[config.mk]
export PLATFORM = sky130hd
export DESIGN_NAME = key_select_debounce
export DESIGN_NICKNAME = d
export VERILOG_FILES = /design/src/rtl/key_select_debounce.sv
export SDC_FILE = /design/constraint.sdc
export NUM_CORES = 1
export LEC_CHECK = 0
export CORE_UTILIZATION = 40
export DETAILED_ROUTE_END_ITERATION = 16
export PLACE_DENSITY_LB_ADDON = 0.08
export SETUP_SLACK_MARGIN = 0.2
export SYNTH_ARGS = -nofsm -noshare
export SYNTH_HDL_FRONTEND = slang
export SYNTH_SLANG_ARGS = --single-unit
[constraint.sdc]
create_clock -name clk -period 5.7 [get_ports clk]
set_clock_uncertainty 0.2 [all_clocks]
set_input_delay 0.57 -clock clk [delete_from_list [all_inputs] [get_ports clk]]
set_output_delay 0.57 -clock clk [all_outputs]
set_load 0.01 [all_outputs]
[src/rtl/key_select_debounce.sv]
// key_select_debounce: synchronise and debounce two active-low buttons into a select code.
// Define KEYSEL_TOGGLE_EN for tap-to-toggle selection instead of level-following.
module key_select_debounce #(
  parameter int DEBOUNCE_CYCLES = 50000,
  parameter int CNT_W           = 16
) (
  input  logic       clk,
  input  logic       rst,
  input  logic [1:0] key_n,
  output logic [1:0] key_sel,
  output logic       sel_change,
  output logic       busy
);

  typedef enum logic {
    ST_STABLE,
    ST_COUNTING
  } state_t;

  localparam logic [CNT_W-1:0] CNT_LAST = CNT_W'(DEBOUNCE_CYCLES - 1);

  logic [1:0] sync_a;
  logic [1:0] sync_b;
  logic [1:0] stable;
  logic [1:0] cnt_busy;
  logic [1:0] sel_nx;

  for (genvar i = 0; i < 2; i++) begin : g_bit
    state_t           state;
    state_t           state_nx;
    logic [CNT_W-1:0] cnt;
    logic [CNT_W-1:0] cnt_nx;
    logic             lvl;
    logic             lvl_nx;
    logic             diff;

    assign diff = sync_b[i] ^ lvl;

    always_ff @(posedge clk) begin
      if (rst) begin
        state <= ST_STABLE;
        cnt   <= '0;
        lvl   <= 1'b1;
      end else begin
        state <= state_nx;
        cnt   <= cnt_nx;
        lvl   <= lvl_nx;
      end
    end

    always_comb begin
      state_nx = state;
      cnt_nx   = cnt;
      lvl_nx   = lvl;
      unique case (state)
        ST_STABLE: begin
          if (diff) begin
            // a one-cycle window accepts on the very first mismatch
            if (DEBOUNCE_CYCLES == 1) begin
              lvl_nx = sync_b[i];
            end else begin
              state_nx = ST_COUNTING;
              cnt_nx   = CNT_W'(1);
            end
          end
        end
        ST_COUNTING: begin
          if (!diff) begin
            state_nx = ST_STABLE;
            cnt_nx   = '0;
          end else if (cnt == CNT_LAST) begin
            state_nx = ST_STABLE;
            cnt_nx   = '0;
            lvl_nx   = sync_b[i];
          end else begin
            cnt_nx = cnt + 1'b1;
          end
        end
        default: begin
          state_nx = ST_STABLE;
          cnt_nx   = '0;
        end
      endcase
    end

    assign stable[i]   = lvl;
    assign cnt_busy[i] = (cnt_nx != '0);
  end

`ifdef KEYSEL_TOGGLE_EN
  logic [1:0] stable_q;

  always_ff @(posedge clk) begin
    if (rst) stable_q <= 2'b11;
    else     stable_q <= stable;
  end

  // an accepted press is a 1->0 step of the debounced level
  assign sel_nx = key_sel ^ (stable_q & ~stable);
`else
  assign sel_nx = ~stable;
`endif

  always_ff @(posedge clk) begin
    if (rst) begin
      sync_a     <= 2'b11;
      sync_b     <= 2'b11;
      key_sel    <= 2'b00;
      sel_change <= 1'b0;
      busy       <= 1'b0;
    end else begin
      sync_a     <= key_n;
      sync_b     <= sync_a;
      key_sel    <= sel_nx;
      sel_change <= (sel_nx != key_sel);
      busy       <= |cnt_busy;
    end
  end

endmodule

# After elaboration in Yosys (flattened, before gate mapping)
# Cells that the tools add are included.
[totals]
wordCells = 42
reg_bits = 44
output_inout_bits = 4
input_bits = 4
[classes]
bitwise = 5
n_eq_ne = 3
addsub = 2
n_reduce_logical = 5
muxes = 16
[ops]
columns = ["cell", "n"]
rows = [
  ["$mux 16", 6],
  ["$pmux 16 s2", 2],
  ["$add 16x1->16 const B", 2],
  ["$eq 16x16->1 const B", 2],
  ["$reduce_bool 16->1", 2],
  ["$mux 1", 6],
  ["$reduce_and 3->1", 2],
  ["$pmux 1 s2", 2],
  ["$ne 2x2->1", 1],
  ["$not 1->1", 2],
  ["$not 2->2", 1],
  ["$reduce_or 2->1", 1],
  ["$xor 1x1->1", 2],
]

# Depth between registers and ports, before layout
# Gate-level depths: netlist (run 1).
[logic_depth]
ltp_word = 6
mapped_depth = 10
depth_no_buf = 8

# Worst setup path after synthesis (run 1)
# OpenSTA, ideal clock, no wires.
[synth_timing]
kind = "register -> register"
startpoint = "register g_bit[1].cnt[0]"
endpoint = "register busy"
n_path_buf = 0
slack_ps = 3099
t_required_ps = 5366
stages_incl_launch_ff = 9
setup_time_ps = 134
t_arrival_ps = 2268
period_less_slack_ps = 2601
path_cell_list = "dfxtp_1 -> ha_1 -> nand3_1 -> nor4_4 -> nor3b_1 -> o22a_1 -> a2111oi_2 -> and4bb_1 -> a41oi_1"
[synth_via]
elab_chain_cells = 6
elab_cells_between_ends = 8
cone_classes = "add/sub: 1; eq/ne: 1; mux: 4; reduce/logical: 2"
[synth_lines]
columns = ["item", "line", "text"]
rows = [
  ["start, declared", "31", "logic [CNT_W-1:0] cnt;"],
  ["start signal, assigned", "46", "cnt <= cnt_nx;"],
  ["$add 16x1->16 / $eq 16x16->1 (equally long branches)", "76, 71", ""],
  ["$mux 16", "71", "end else if (cnt == CNT_LAST) begin"],
  ["$mux 16", "68", "if (!diff) begin"],
  ["$pmux 16 s2 *", "55", "unique case (state)"],
  ["$reduce_bool 16->1 *", "87", "assign cnt_busy[i] = (cnt_nx != '0);"],
  ["$reduce_or 2->1 *", "116", "busy <= |cnt_busy;"],
  ["end signal, assigned", "116", ""],
  ["end, declared", "12", "output logic busy"],
]
# Mark *: on every way between the ends. The rest lies on a longest branch, timed or not.
# A chain may end at the register's enable or synchronous reset.

# Final worst setup path (run 1)
# Ends and elaborated chain as after synthesis.

==> reports/results.ini, run 1 <==
[run_status]
outcome=finished, final reports clean

[logic_synthesis]
yosysWarningCount=0
avgSynthCellArea_um2=7.83
ys.flop_type=sky130_fd_sc_hd__dfxtp_1
netlist-cell-type-count=55
number_of_instances_in_the_synthesized_netlist=318
synth-async-reset-ratio=0
synth_nets=324
mappedNetlistArea_um2=2490
post_synthesis_sequential_area_ratio=0.354
synth_seq_cells=44
synth-edff-count=0

[die]
floorplan.die_area_um2=6540
chipHeight_um=80.9
die_width_um=80.9
std_cell_rows=28
design.core.area_um2=5960
io_pins=8
initial_core_utilization=0.418

[cts]
clkLatencyLatePin_ns=0.30
cts-buffers-inserted=5
post_cts_resized=0
cts_stage_hold_buffer_count=0
cts_htree_levels=2
clkSlewWorstSetupHoldPaths_ns=0.09
cts_root_buffer=sky130_fd_sc_hd__clkbuf_8
tritoncts=yes
postCtsSetupBuffers=0
ctsLongestPathBuffers=2
clock_sinks=44

[cells_and_area]
layout_commonest_cell=sky130_fd_sc_hd__dfxtp_1
final.fill_count=622
design.final.nets=319
syn2layout_area_growth_pct=8.35
share_of_post_route_cells_with_drive_strength_above_1=0.0605
antenna_cells=0
final_cell_count_no_fill=389
postLayoutCellArea_um2=2700
most-common-layout-cells=44 x sky130_fd_sc_hd__dfxtp_1, 32 x sky130_fd_sc_hd__nor2_1, 32 x sky130_fd_sc_hd__a21oi_1

[global_routing]
grt_first_pass_wirelength_um=10700
first_global_vias=2146
largest_net_degree_at_the_start_of_global_routing=45
grt_antenna_before_repair=0
grt.total_usage=0.211
grt_overflow=0

[routing]
post_drt_wl_per_cell_um=16.5
drc=0
antenna_violating_nets_post_route=0
drt-total-wl_um=6420
initialDrtViolationCount=123
vias_per_cell=6.08
first_pass_iters=4
dr_total_vias=2364

[worst_setup_path]
timing.critical_path.from_type=register
crit_arrival_ns=3.01
worst-endpoint-required_ns=5.67
timing.critical_path.to_type=register
worst-setup-path-type=register to register
startpoint_of_the_most_critical_register_to_register_path=g_bit[1].cnt[0]
cp-startpoint=g_bit[1].cnt[0]
path_max_fanout=10

[placement]
place_area_um2=2580
dp_hpwl_um=4470
io_buffer_count=7
gp_routability_congestion=0.877
placed_cells=381

[worst_hold_path]
hold_path.class=register to register
holdCritStartpoint=sync_a[1]

[sta]
tmin_final_ns=3.05
finalHoldWorstSlack_ns=0.217
timing.setup.tns_ns=0
setup_repair_after_global_routing_missed_its_margin=false
report.final.slew_viol_count=0
achievable-frequency_mhz=328
period_share=0.535
timing_hold_violations_final=0
worst_pin_slew_ns=0.696
setup_viol_count_final=0
max_slew_margin=0.534

[pwr]
vdd_drop_max_uv=136
static-leakage-power_nw=0.875
power.density_nw_per_um2=219

[flow_run]
cap_viol_max_count=0

## critical path, cell delays in order, from the launching register on
cell and delay, ns:
sky130_fd_sc_hd__dfxtp_1 0.44, sky130_fd_sc_hd__ha_1 0.27, sky130_fd_sc_hd__nand3_1 0.26, sky130_fd_sc_hd__nor4_4 0.62, sky130_fd_sc_hd__or2_1 0.39, sky130_fd_sc_hd__a31oi_1 0.09
sky130_fd_sc_hd__a2111oi_2 0.28, sky130_fd_sc_hd__and4bb_1 0.24, sky130_fd_sc_hd__a41oi_1 0.11
## synthesized netlist by cell type (all sizes together) (3+ instances only)
master / n / area (um2)
or3: 4 / 25.0
a21oi: 32 / 160
nand3: 13 / 65.1
nor2: 32 / 120
a211oi: 5 / 37.5
xor2: 4 / 35.0
nor3b: 5 / 37.5
o31ai: 4 / 30.0
nand2: 27 / 101
a31oi: 5 / 31.3
clkbuf: 18 / 67.6
nor3: 9 / 45.0
nor4b: 3 / 26.3
a21o: 3 / 22.5
nand2b: 3 / 18.8
and4b: 3 / 30.0
or2: 8 / 50.1
nor4: 5 / 46.3
inv: 3 / 11.3
nand4: 10 / 62.6
nor2b: 4 / 25.0
dfxtp: 44 / 881
and4: 6 / 52.6
o21ai: 19 / 95.1
and3b: 3 / 26.3
and3: 7 / 43.8
## path summary, 6_finish.rpt
check / to / slack (ns) / depth (start not counted)
max: busy / 2.65 / 8
min: sync_b[1] / 0.22 / 1
max reg2reg: busy / 2.65 / 8
min reg2reg: sync_b[1] / 0.22 / 1
## metal layers
metal  vias to the layer above  wire (um)  GRT usage
met1                      1105       3110      0.296
met3                        12        315     0.0393
li1                       1186          -          -
met2                        61       2890      0.325
met5                         -          0          0
met4                         0        107     0.0661
## power by group
part	switching, mW	internal (mW)
combinational	0.0175	0.0104
clock	0.119	0.132
sequential	0.00249	0.310
total	0.138	0.453
## cell families (layout without fill, tap and decap cells)
kind of cell / after synthesis / in the layout / synth area share
AO/OA/AOI/OAI: 91 / 91 / 0.230
XOR/XNOR: 6 / 6 / 0.0211
adder cells (fa/ha/maj): 2 / 2 / 0.0101
buffers and inverters: 23 / 19 / 0.0362
flip-flops: 44 / 44 / 0.354
AND/OR/NAND/NOR: 152 / 152 / 0.348
## cell type report
type	count	area [um2]	area share
Clock buffer	5	68.8	0.0255
Tap cell	75	93.8	0.0348
Sequential cell	44	881	0.327
Inverter	3	11.3	0.00418
Timing Repair Buffer	8	77.6	0.0288
Clock inverter	3	46.3	0.0172
Multi-Input combinational cell	251	1520	0.563
## metrics by stage
stage                     power [mW]  utilization  setup slack, ns
after floorplan                0.338            -             3.10
after global placement         0.348        0.433             2.78
after detailed placement       0.348        0.433             2.66
after CTS                      0.598        0.453             2.64
after global routing           0.615        0.453             2.37
final                          0.591        0.453             2.65
## state kept, by name, indices dropped and copies added (netlist names)
name,cells
busy,1
g_bit.cnt,32
g_bit.lvl,2
g_bit.state,2
key_sel,2
sel_change,1
sync_a,2
sync_b,2
(Power assumes the default switching activity.)
==> inputs of run 2 (changes only) <==
==> constraint.sdc (replaced) <==
create_clock -name clk -period 2.7 [get_ports clk]
set_clock_uncertainty 0.2 [all_clocks]
set_input_delay 0.27 -clock clk [delete_from_list [all_inputs] [get_ports clk]]
set_output_delay 0.27 -clock clk [all_outputs]
set_load 0.01 [all_outputs]
==> run 2 against run 1 <==
Compared with the run above:
- combinational power rose to 2.6 times the previous value
- maximum frequency up 19%
- global-route usage up 0.88 points
- first-iteration DRC count down 4.1%
- worst hold slack better by 0.0068 ns
- largest cell class unchanged
- design area up 14%
- via count up 5.3%
- clock power up 72%
- non-clock buffer count up 37
- routed wire length up 5.5%
- count of clock-buffer cells in the layout unchanged
- critical endpoint unchanged
- critical path depth up 1
==> reports/results.ini, run 2 (synthesis gave the netlist of run 1 again) <==
[run_status]
outcome=finished, final reports clean  ; unchanged

[die]
std_cell_rows=28  ; unchanged
io_pins=8  ; unchanged
initial_core_utilization=0.418  ; unchanged
design.core.area_um2=5960  ; unchanged
die_width_um=80.9  ; unchanged
floorplan.die_area_um2=6540  ; unchanged
chipHeight_um=80.9  ; unchanged

[global_routing]
grt_antenna_before_repair=0  ; unchanged
grt.total_usage=0.220  ; was 0.211
largest_net_degree_at_the_start_of_global_routing=38  ; was 45
grt_first_pass_wirelength_um=11100  ; was 10700 um
grt_overflow=0  ; unchanged
first_global_vias=2311  ; was 2146

[routing]
initialDrtViolationCount=118  ; was 123
dr_total_vias=2490  ; was 2364
drt-total-wl_um=6780  ; was 6420 um
first_pass_iters=4  ; unchanged
vias_per_cell=5.85  ; was 6.08
drc=0  ; unchanged
antenna_violating_nets_post_route=0  ; unchanged
post_drt_wl_per_cell_um=15.9  ; was 16.5 um

[cells_and_area]
area_used_by_multi_input_combinational_logic_um2=1620  ; was 1520 um2
share_of_post_route_cells_with_drive_strength_above_1=0.242  ; was 0.0605
largest_register_ffs=32  ; unchanged
max_flop_register=g_bit.cnt  ; unchanged
register_area_um2=893  ; was 881 um2
design.final.nets=356  ; was 319
most-common-layout-cells=36 x sky130_fd_sc_hd__buf_4, 34 x sky130_fd_sc_hd__dfxtp_1, 30 x sky130_fd_sc_hd__nor2_1, 30 x sky130_fd_sc_hd__a21oi_1, 27 x sky130_fd_sc_hd__nand2_1  ; was 44 x sky130_fd_sc_hd__dfxtp_1, 32 x sky130_fd_sc_hd__nor2_1, 32 x sky130_fd_sc_hd__a21oi_1
final.fill_count=590  ; was 622
antenna_cells=0  ; unchanged
postLayoutCellArea_um2=3080  ; was 2700 um2
fin_util=0.517  ; was 0.453
syn2layout_area_growth_pct=23.8  ; was 8.35%
layout_commonest_cell=sky130_fd_sc_hd__buf_4  ; was sky130_fd_sc_hd__dfxtp_1

[cts]
cts_htree_levels=2  ; unchanged
ctsLongestPathBuffers=2  ; unchanged
cts_root_buffer=sky130_fd_sc_hd__clkbuf_8  ; unchanged
clkLatencyLatePin_ns=0.30  ; about the same
clock_sinks=44  ; unchanged
cts-buffers-inserted=5  ; unchanged
cts_stage_hold_buffer_count=0  ; unchanged
tritoncts=yes  ; unchanged
clkSlewWorstSetupHoldPaths_ns=0.09  ; about the same

[placement]
io_buffer_count=7  ; unchanged
place_area_um2=2790  ; was 2580 um2
place_worst_setup_slack_ns=0.112  ; was 2.66 ns
dp_hpwl_um=4860  ; was 4470 um
gp_routability_congestion=0.882  ; was 0.877

[worst_setup_path]
timing.critical_path.to_type=register  ; unchanged
path_max_fanout=5  ; was 10
cp_cell_sequence=or4b_4, nor4_4, buf_4, buf_6, a211oi_2, a21o_1, nor2b_1, and4b_1, a41oi_2  ; was ha_1, nand3_1, nor4_4, or2_1, a31oi_1, a2111oi_2, and4bb_1, a41oi_1
timing.critical_path.from_type=register  ; unchanged
crit_arrival_ns=2.54  ; was 3.01 ns
startpoint_of_the_most_critical_register_to_register_path=g_bit[1].cnt[12]  ; was g_bit[1].cnt[0]
cp-startpoint=g_bit[1].cnt[12]  ; was g_bit[1].cnt[0]
crit_slowest_cell=sky130_fd_sc_hd__or4b_4  ; was sky130_fd_sc_hd__nor4_4
worst-setup-path-type=register to register  ; unchanged
r2r_setup_slack_ns=0.14  ; was 2.65 ns
max_incr_delay_on_cp_ns=0.54  ; was 0.62 ns
worst-endpoint-required_ns=2.68  ; was 5.67 ns
critPathTopFamily=simple AND/OR/NAND/NOR gates  ; unchanged
path_buf_inv=2  ; was 0

[pwr]
vdd_drop_max_uv=206  ; was 136 uV
power.density_nw_per_um2=378  ; was 219 nW/um2
static-leakage-power_nw=1.07  ; was 0.875 nW

[sta]
setup_slack_ns=0.142  ; was 2.65 ns
achievable-frequency_mhz=391  ; was 328 MHz
setup_repair_after_global_routing_missed_its_margin=true  ; was false
timing_hold_violations_final=0  ; unchanged
setup_viol_count_final=0  ; unchanged
worst_pin_slew_ns=0.533  ; was 0.696 ns
period_share=0.947  ; was 0.535
tmin_final_ns=2.56  ; was 3.05 ns
report.final.slew_viol_count=0  ; unchanged
max_slew_margin=0.640  ; was 0.534
timing.setup.tns_ns=0  ; unchanged

[worst_hold_path]
hold_path.class=register to register  ; unchanged
holdCritStartpoint=sync_a[1]  ; unchanged

[flow_run]
cap_viol_max_count=0  ; unchanged

-- run 2: layout make-up --
| class | instances | share of cell area |
|---|---|---|
| multi-input combinational | 251 | 0.525 |
| inverter | 3 | 0.00366 |
| clock inverter | 3 | 0.00772 |
| tap | 75 | 0.0305 |
| timing repair buffer | 45 | 0.121 |
| clock buffer | 5 | 0.0223 |
| sequential | 44 | 0.290 |
-- run 2: worst reg2reg max path: stages, from the launching register on --
cell and delay (ns):
sky130_fd_sc_hd__dfxtp_2 0.33, sky130_fd_sc_hd__or4b_4 0.54, sky130_fd_sc_hd__nor4_4 0.39, sky130_fd_sc_hd__buf_4 0.22, sky130_fd_sc_hd__buf_6 0.10, sky130_fd_sc_hd__a211oi_2 0.03
sky130_fd_sc_hd__a21o_1 0.19, sky130_fd_sc_hd__nor2b_1 0.11, sky130_fd_sc_hd__and4b_1 0.22, sky130_fd_sc_hd__a41oi_2 0.12
-- run 2: path summary, 6_finish.rpt --
kind	end	cells past startpoint
worst max register to register	busy	9
worst max-delay path	busy	9
worst min-delay path	sync_b[1]	1
worst min register to register	sync_b[1]	1
-- run 2: power by group --
| group | total, mW | switching (mW) | internal (mW) |
|---|---|---|---|
| Sequential | 0.661 | 0.00576 | 0.655 |
| Combinational | 0.0722 | 0.0413 | 0.0309 |
| Clock | 0.432 | 0.249 | 0.184 |
-- run 2: repair_timing --
action,in CTS,in global routing
endpoints found under the setup margin,1,4
endpoints found under the hold margin,0,0
resized for setup,15,19
pin swaps,9,10
buffers inserted,9,3
-- run 2: metrics by stage --
stage | power [mW] | hold WS (ns) | instances
2_1_floorplan | 0.714 | 0.174 | 318
3_3_place_gp | 0.742 | 0.191 | 406
3_5_place_dp | 0.743 | 0.209 | 406
4_1_cts | 1.18 | 0.233 | 423
5_1_grt | 1.21 | 0.242 | 426
6_report | 1.17 | 0.224 | 426
-- run 2: routing by layer --
metal	wire (um)	up-vias	share of wire	global-route usage
met5	0	-	0	0
met4	121	0	0.018	0.0661
met3	159	15	0.023	0.0315
met2	3200	43	0.47	0.380
met1	3290	1171	0.49	0.281
li1	-	1261	-	-
==> inputs of run 3 (changes only) <==
--- a/config.mk
+++ b/config.mk
@@ -5,6 +5,7 @@
 export SDC_FILE = /design/constraint.sdc
 export NUM_CORES = 1
 export LEC_CHECK = 0
+export ABC_CLOCK_PERIOD_IN_PS = 2700
 export CORE_UTILIZATION = 40
 export DETAILED_ROUTE_END_ITERATION = 16
 export PLACE_DENSITY_LB_ADDON = 0.08
==> results of run 3 <==
The final DEF is identical to that of run 2; final timing and power are the same.
==> edit (flow settings as in run 3) <==
Remove the register `busy`: a continuous assignment takes its place, so the output `busy` follows one clock earlier.
--- a/src/rtl/key_select_debounce.sv
+++ b/src/rtl/key_select_debounce.sv
@@ -107,15 +107,15 @@
       sync_b     <= 2'b11;
       key_sel    <= 2'b00;
       sel_change <= 1'b0;
-      busy       <= 1'b0;
     end else begin
       sync_a     <= key_n;
       sync_b     <= sync_a;
       key_sel    <= sel_nx;
       sel_change <= (sel_nx != key_sel);
-      busy       <= |cnt_busy;
     end
   end
 
+  assign busy = |cnt_busy;
+
 endmodule
 
Check against the original RTL: not equivalent (Yosys sat finds a counterexample within 4 cycles, from zero or initial values and one cycle with rst high).
==> edit against run 3 <==
Sequential cell count is 1 lower; fmax is 24% lower; critical path type is now flop to primary output; clock power is 24% higher; power is 8.6% higher; routed wire length is 16% higher; area after synthesis is 1.0% higher; the run now ends with negative setup slack left; die area is 0.98% higher; cell area is 19% higher; setup slack worse by 0.79 ns; highest routed layer unchanged.
==> edit: results (changes against run 3) <==
** Status
- Outcome :: complete, but fails checks
- Violated checks :: negative setup slack

** Logic synthesis
- Top cells by count, synth :: sky130_fd_sc_hd__dfxtp_1, sky130_fd_sc_hd__nor2_1, sky130_fd_sc_hd__a21oi_1
- The post-synthesis xor/xnor area fraction is 0.0453 (+0.0242).
- The sequential cell area fraction in the yosys report was 0.342 (-0.0115).
- Avg Synthesized Cell Area :: 7.90 sq um (+1.0%)
- Synth top area cells :: sky130_fd_sc_hd__dfxtp_1, sky130_fd_sc_hd__nor2_1, sky130_fd_sc_hd__a21oi_1
- The adder-cell share of the synthesized area came to 0.00996 (-0.000100).
- The mux contribution to synthesized area came to 0.00398 (+0.00398).

** Routing
- Wire length on met1 :: 3910 microns (+19%)
- DRC violation total after the first TritonRoute iteration :: 186 (+58%)
- The routed length per placed instance came to 15.4 microns (-3.4%).
- Met2 Wirelength :: 3530 microns (+10%)
- The met3 wirelength from detailed routing is 378 microns (+140%).
- Vias after detailed routing :: 2860 (+15%)

** Power and ir drop
- The static power due to leakage came to 1.52 nW (+43%).
- The largest voltage drop on the vdd net came to 0.230 mV (+12%).
- Share of total power consumed by net switching :: 0.225 (-0.0291)

** Final layout
- Clock buffers :: 6 (+1)
- The proportion of final cell area spent on non-clock buffers came to 0.270 (+0.150).
- Inverters, non-clock :: 4 (+1)
- The final non-filler cell total came to 513 (+20%).
- # nets final :: 443 (+24%)
- Share of cells above drive strength 1 :: 0.345 (+0.103)
- Utilization of the core after routing :: 0.614 (+0.0966)
- Fill cells :: 540 (-8.5%)

** Place
- The weighted congestion reported at the end of routability-driven placement came to 0.943 (+6.9%).
- The cell area after placement came to 3510 sq um (+26%).

** STA
- The setup slack after layout was -0.649 ns (-0.791 ns).
- Setup-failing EPs final :: 1 (+1)
- Worst max-slew margin expressed relative to the limit :: 0.630 (-0.0102)
- The final total negative setup slack was -0.649 ns (-0.649 ns).

** Clocking
- Sink Count :: 43 (-2.3%)

** Setup path
- Slowest cell delay on critical path :: 0.56 ns (+0.02 ns)
- Critical path fanouts, max :: 8 (+3)

** GRT
- The total routing usage reported by global routing came to 0.259 (+0.0388).
- Vias in the first global route :: 2673 (+16%)
-- edit: power by group through the flow --
stage	clock, mW	sequential, mW	combinational, mW
global route	0.568	0.642	0.0958
floorplan	0	0.657	0.0403
CTS	0.541	0.642	0.0875
global placement	0	0.656	0.0866
detailed placement	0	0.657	0.0869
finish	0.535	0.642	0.0878
-- edit: repair_timing --
item / CTS / global route
endpoints found under the setup margin: 1 / 2
setup buffers: 3 / 0
gates cloned: 0 / 0
endpoints found under the hold margin: 0 / 0
resized for setup: 9 / 4
pin swaps: 5 / 3
-- edit: path summary, 6_finish.rpt --
kind                    from            to  slack (ns)  cells past startpoint
min reg2reg        sync_a[0]     sync_b[0]        0.22                      1
max          g_bit[0].cnt[7]          busy       -0.65                      9
min                sync_a[0]     sync_b[0]        0.22                      1
max reg2reg  g_bit[0].cnt[7]  g_bit[0].lvl        0.27                      8
